`src/rtl/regbank_wr_arbiter.sv`:
```
// Round-robin arbiter sharing the register-bank write port between ALU (A) and load unit (B), plus RAW scoreboard.
// Grants are combinational; the winning write reaches We/Addr_Rd/W_Data one cycle later. Never stalls a lone requester.
module regbank_wr_arbiter #(
    parameter int DW = 16,
    parameter int AW = 4
) (
    input  logic              Clk,
    input  logic              Rst,
    input  logic              Req_A,
    input  logic [AW-1:0]     Addr_A,
    input  logic [DW-1:0]     Data_A,
    output logic              Gnt_A,
    input  logic              Req_B,
    input  logic [AW-1:0]     Addr_B,
    input  logic [DW-1:0]     Data_B,
    output logic              Gnt_B,
    input  logic              Rsv_Valid,
    input  logic [AW-1:0]     Rsv_Addr,
    output logic              We,
    output logic [AW-1:0]     Addr_Rd,
    output logic [DW-1:0]     W_Data,
    output logic [2**AW-1:0]  Busy
);

    localparam int NREG = 2**AW;

    logic            r_last_b;
    logic            r_we;
    logic [AW-1:0]   r_addr_rd;
    logic [DW-1:0]   r_w_data;
    logic [NREG-1:0] r_busy;

    logic            w_gnt_a;
    logic            w_gnt_b;
    logic            w_xfer;
    logic [AW-1:0]   w_addr;
    logic [DW-1:0]   w_data;
    logic [NREG-1:0] w_busy_nxt;

    always_comb begin
        w_gnt_a = 1'b0;
        w_gnt_b = 1'b0;
        if (!Rst) begin
            // On a tie, the source that did not win last time goes first.
            if (Req_A && (!Req_B || r_last_b)) begin
                w_gnt_a = 1'b1;
            end else if (Req_B) begin
                w_gnt_b = 1'b1;
            end
        end
    end

    assign w_xfer = w_gnt_a | w_gnt_b;
    assign w_addr = w_gnt_a ? Addr_A : Addr_B;
    assign w_data = w_gnt_a ? Data_A : Data_B;

    // Clear first, then set, so a same-edge reservation of the retiring register wins.
    always_comb begin
        w_busy_nxt = r_busy;
        if (r_we) begin
            w_busy_nxt[r_addr_rd] = 1'b0;
        end
        if (Rsv_Valid && (Rsv_Addr != '0)) begin
            w_busy_nxt[Rsv_Addr] = 1'b1;
        end
    end

    always_ff @(posedge Clk or posedge Rst) begin
        if (Rst) begin
            r_last_b  <= 1'b1;
            r_we      <= 1'b0;
            r_addr_rd <= '0;
            r_w_data  <= '0;
            r_busy    <= '0;
        end else begin
            r_busy <= w_busy_nxt;
            // R0 is hardwired: the source is released but nothing is written.
            r_we   <= w_xfer && (w_addr != '0);
            if (w_xfer) begin
                r_addr_rd <= w_addr;
                r_w_data  <= w_data;
                r_last_b  <= w_gnt_b;
            end
        end
    end

    assign Gnt_A   = w_gnt_a;
    assign Gnt_B   = w_gnt_b;
    assign We      = r_we;
    assign Addr_Rd = r_addr_rd;
    assign W_Data  = r_w_data;
    assign Busy    = r_busy;

endmodule

```
`config.mk`:
```
export PLATFORM = sky130hd
export DESIGN_NAME = regbank_wr_arbiter
export DESIGN_NICKNAME = d
export VERILOG_FILES = /design/src/rtl/regbank_wr_arbiter.sv
export SDC_FILE = /design/constraint.sdc
export NUM_CORES = 1
export LEC_CHECK = 0
export CORE_MARGIN = 3
export CORE_UTILIZATION = 41
export CTS_BUF_LIST = sky130_fd_sc_hd__clkbuf_4
export DETAILED_ROUTE_END_ITERATION = 10
export GPL_TIMING_DRIVEN = 0
export PLACE_DENSITY = 0.89
export REMOVE_ABC_BUFFERS = 1
export SETUP_SLACK_MARGIN = 0.1
export SYNTH_ARGS = -nofsm -noshare
export SYNTH_HDL_FRONTEND = slang
export SYNTH_SLANG_ARGS = --single-unit
```
`constraint.sdc`:
```
create_clock -name Clk -period 4.9 [get_ports Clk]
set_input_delay 1.47 -clock Clk [delete_from_list [all_inputs] [get_ports Clk]]
set_output_delay 1.47 -clock Clk [all_outputs]
set_load 0.03 [all_outputs]
```
# Word level (Yosys, flattened, before mapping)
# Cells that the tools add are included.
[totals]
inputBits = 49
mem_bits_rw = 0
reg_bits = 38
n_memories = 0
mem_bits_ro = 0
wordCells = 35
latch_bits = 0
out_inout_bits = 39
[op_classes]
order_cmp = 4
add_sub_neg = 0
shift = 0
mux = 13
div = 0
n_eq_ne = 0
bitwise_logic = 4
n_mul = 0
reduce_logical = 9
[ops]
columns = ["cell", "n"]
rows = [
  ["16-bit two-way mux", 3],
  ["16-bit bitwise AND", 1],
  ["16-bit inverter", 1],
  ["16-bit bitwise OR", 1],
  ["4-bit by 5-bit less-than comparator with 1-bit output (second input constant)", 2],
  ["1-bit demux with 4-bit select", 2],
  ["4-bit by 1-bit >= comparator with 1-bit output (second input constant)", 2],
  ["4-bit nonzero test", 2],
  ["1-bit two-way mux", 7],
  ["1-bit logical AND", 5],
  ["4-bit two-way mux", 1],
  ["1-bit zero test", 1],
  ["1-bit logical OR", 1],
  ["1-bit bitwise OR", 1],
]

# Logic depth before layout (Yosys ltp)
[logic_depth]
word_depth = 9
mapped_depth = 5

# Worst setup path after synthesis
# No wires, ideal clock.
[synth_path]
kind = "input port to output port"
startpoint = "input port Rst"
endpoint = "output port Gnt_B"
t_required_ps = 3430
t_arrival_ps = 3103
stages = 4
path_buffers = 1
setup_slack_ps = 327
path_cell_list = "inv_1 -> nand3_1 -> buf_2 -> inv_2"
[synth_via]
elab_chain_cells = 1
[synth_rtl]
columns = ["element", "line", "text"]
rows = [
  ["start, declared", "8", "input logic Rst,"],
  ["1-bit two-way mux", "43", "if (!Rst) begin"],
  ["end, declared", "16", "output logic Gnt_B,"],
]
# No other way between the ends.

# Worst setup path in the final report
# Ends and elaborated chain as after synthesis.

==> out/metrics.yaml <==
critical_path:
  cp-end-kind: "output pin"
  path_buf_inv: 4
  slowest_stage: "clkdlybuf4s50_1"
  crit_chain: "clkdlybuf4s50_1 > inv_8 > nand3_4 > inv_2 > clkdlybuf4s50_1"
  path_max_fanout: 41
  crit_type: "in2out"
  r2r_setup_slack_ns: 3.57
  path_delay_family: "buffers and inverters"
  arrival_ns: 3.30
  slowest_delay_ns: 0.66
  cpMostUsedCell: "clkdlybuf4s50_1"
  crit_required_ns: 3.43
  cp-start-kind: "primary input"
die:
  rows: 23
  ios: 88
  core_um2: 4090
  die_h_um: 71.6
  start_util_pct: 43.2
  dieWidth_um: 71.6
  dieArea_um2: 5130
route:
  first_iter_violations: 127
  wirelength_um: 5020
  ant_nets: 0
  dr.pass1.iters: 4
  avgViaCountPerCell: 5.51
  wl_per_cell_um: 16.7
  drc_errors: 0
  vias: 1653
cts:
  clock_sinks: 38
  cts_tree: "yes"
  clk_path_buf_depth: 2
  clockRootBuffer: "clkbuf_4"
  htree_levels: 2
  clkTransAtPathRegs_ns: 0.11
  ctsHoldBuffers: 0
  insertion_delay_ns: 0.35
  cts_inserted_buffers: 5
yosys:
  synth_top_cell_area_share_pct: 52.4
  synth_edf_count: 0
  synth_area_leaders: "dfrtp_1 (52%), o21ai_1 (9.6%), o32a_1 (9.1%), o21a_1 (7.2%), nand2b_1 (2.5%)"
  synth_area_um2: 1770
  synth_ff_type: "dfrtp_1"
  synth.avg_cell_area_um2: 10.8
  yosysWarnings: 0
  syn_inst: 163
  synth.distinct_cells: 26
  ys_async_sr_fraction_pct: 100
  ys_seq_area_share_pct: 53.9
  ys_seq_elements: 38
  yosys.area.top_type: "dfrtp_1"
timing:
  drv_slew: 0
  final.setup.tns_ns: 0
  setup_violations: 0
  finalCritPeriodShare_pct: 97.4
  worst_pin_slew_ns: 0.596
  finalClockSkew_ns: 0.00621
  hold_viol: 0
  maxSlewHeadroom_pct: 60.1
  fmax_ghz: 0.210
  finalCriticalPeriod_ns: 4.77
  hold_ws_ns: 0.514
  rsz0062_at_grt: "yes"
  setup_ws_ns: 0.127
power:
  power.density_nw_per_um2: 399
  p_leak_nw: 1.02
  switching_share_pct: 38.5
  p_sw_mw: 0.419
  p_int_mw: 0.670
  p_comb_share_pct: 45.0
  peakVddDrop_uv: 205
  p_clk_share_pct: 14.9
  seqPwrFrac_pct: 40.2
global_route:
  grt_overflow_total: 0
  antenna_found_initial: 0
  grt_max_degree: 42
  grt_pass1_wl_um: 8160
  grt_pass1_vias: 1708
  track_usage_pct: 20.9
placement:
  io_buffers: 87
  gp_congestion: 0.838
  place_hpwl_um: 3650
  preCtsSetupSlack_ns: -0.758
  dp.cells: 291
final_layout:
  num_antenna_cells: 0
  area_growth_pct: 54.3
  stdcell_count: 300
  drive_gt1_share_pct: 6.40
  fin_nets: 298
min_path:
  hp-class: "reg2reg"
flow_run:
  maxCapViolations: 0
status:
  outcome: "completed"
==> placed cells by master, fill, tap and decap left out <==
| cell type | instances |
|---|---|
| nand2_1 | 6 |
| nand3_1 | 2 |
| o21ba_2 | 1 |
| clkinv_1 | 1 |
| nand2b_4 | 1 |
| inv_8 | 1 |
| o32a_1 | 16 |
| nand2b_1 | 6 |
| nor4_1 | 1 |
| dfrtp_1 | 37 |
| nor2b_2 | 1 |
| o21ai_1 | 34 |
| nor2_1 | 7 |
| nor3_1 | 1 |
| a211oi_1 | 1 |
| o21ai_0 | 1 |
| a21oi_1 | 1 |
| or4_1 | 1 |
| dfstp_2 | 1 |
| clkdlybuf4s50_1 | 86 |
| dlymetal6s2s_1 | 1 |
| inv_2 | 2 |
| nand3b_1 | 4 |
| clkbuf_4 | 6 |
| a31oi_1 | 4 |
| clkinv_2 | 1 |
| nor2b_4 | 1 |
| or2_1 | 2 |
| or3b_1 | 5 |
| o21a_1 | 17 |
| nand3_4 | 1 |
==> per-stage QoR <==
step	cell area (um^2)	power (mW)	utilization, %
5_1_grt	2730	1.15	66.7
2_1_floorplan	1700	0.698	-
3_5_place_dp	2630	0.932	64.5
4_1_cts	2720	1.10	66.6
6_report	2730	1.09	66.7
3_3_place_gp	2630	0.918	64.5
==> state kept, by name (all words and copies together) (netlist names) <==
register	flops
r_last_b	1
We	1
W_Data	16
Addr_Rd	4
Busy	16
==> repair_timing <==
item                                    in CTS  in global routing
buffers inserted                             0                  0
endpoints found under the setup margin       2                  2
gates resized for setup                      6                  4
gates cloned                                 1                  0
==> synthesized netlist by cell type, types with 2 or more instances <==
library cell / number
o21ai_1: 34
o32a_1: 16
nand2b_1: 7
nand3_1: 3
buf_2: 5
nand3b_1: 4
nand2_1: 6
o21a_1: 17
or2_1: 2
dfrtp_1: 37
or3b_1: 5
nor2_1: 7
a31oi_1: 4
inv_2: 2
buf_6: 3
==> area by class of cell <==
| type | count | area, um^2 |
|---|---|---|
| Tap cell | 50 | 62.6 |
| Fill cell | 343 | 1360 |
| Inverter | 3 | 18.8 |
| Multi-Input combinational cell | 114 | 766 |
| Timing Repair Buffer | 87 | 873 |
| Clock inverter | 2 | 8.76 |
| Clock buffer | 6 | 45.0 |
| Sequential cell | 38 | 952 |
==> power by group through the flow <==
stage                     registers (mW)  clock network [mW]  logic (mW)
after detailed placement           0.443                   0       0.489
after global placement             0.440                   0       0.478
after global routing               0.447               0.187       0.521
final                              0.437               0.162       0.489
after floorplan                    0.585                   0       0.113
after CTS                          0.437               0.171       0.494
==> final timing paths <==
check / from / end / cells past startpoint
setup / recovery: Rst / Gnt_B / 5
hold / removal: Busy[0]$_DFF_PP0_ / Busy[0]$_DFF_PP0_ / 1
setup reg to reg: r_last_b$_DFFE_PP1P_ / Addr_Rd[2]$_DFFE_PP0P_ / 3
hold reg to reg: Busy[0]$_DFF_PP0_ / Busy[0]$_DFF_PP0_ / 1
max in group asynchronous: Rst / r_last_b$_DFFE_PP1P_ / 2
min in group asynchronous: Rst / W_Data[13]$_DFFE_PP0P_ / 2
==> cell families (layout without fill, tap and decap cells) <==
family          Yosys count  count (layout)  synth area share (%)
compound gates           75              75                  28.9
flops                    38              38                  53.9
simple gates             38              39                  12.8
buf+inv                  12              98                  4.39
==> per-layer routing <==
layer  GRT usage (%)  part of all wire [%]
met5               0                     0
met4            7.72                   1.9
met1            23.1                    38
met3            10.9                    13
met2            34.1                    48
Power figures use the tool's default switching activity.
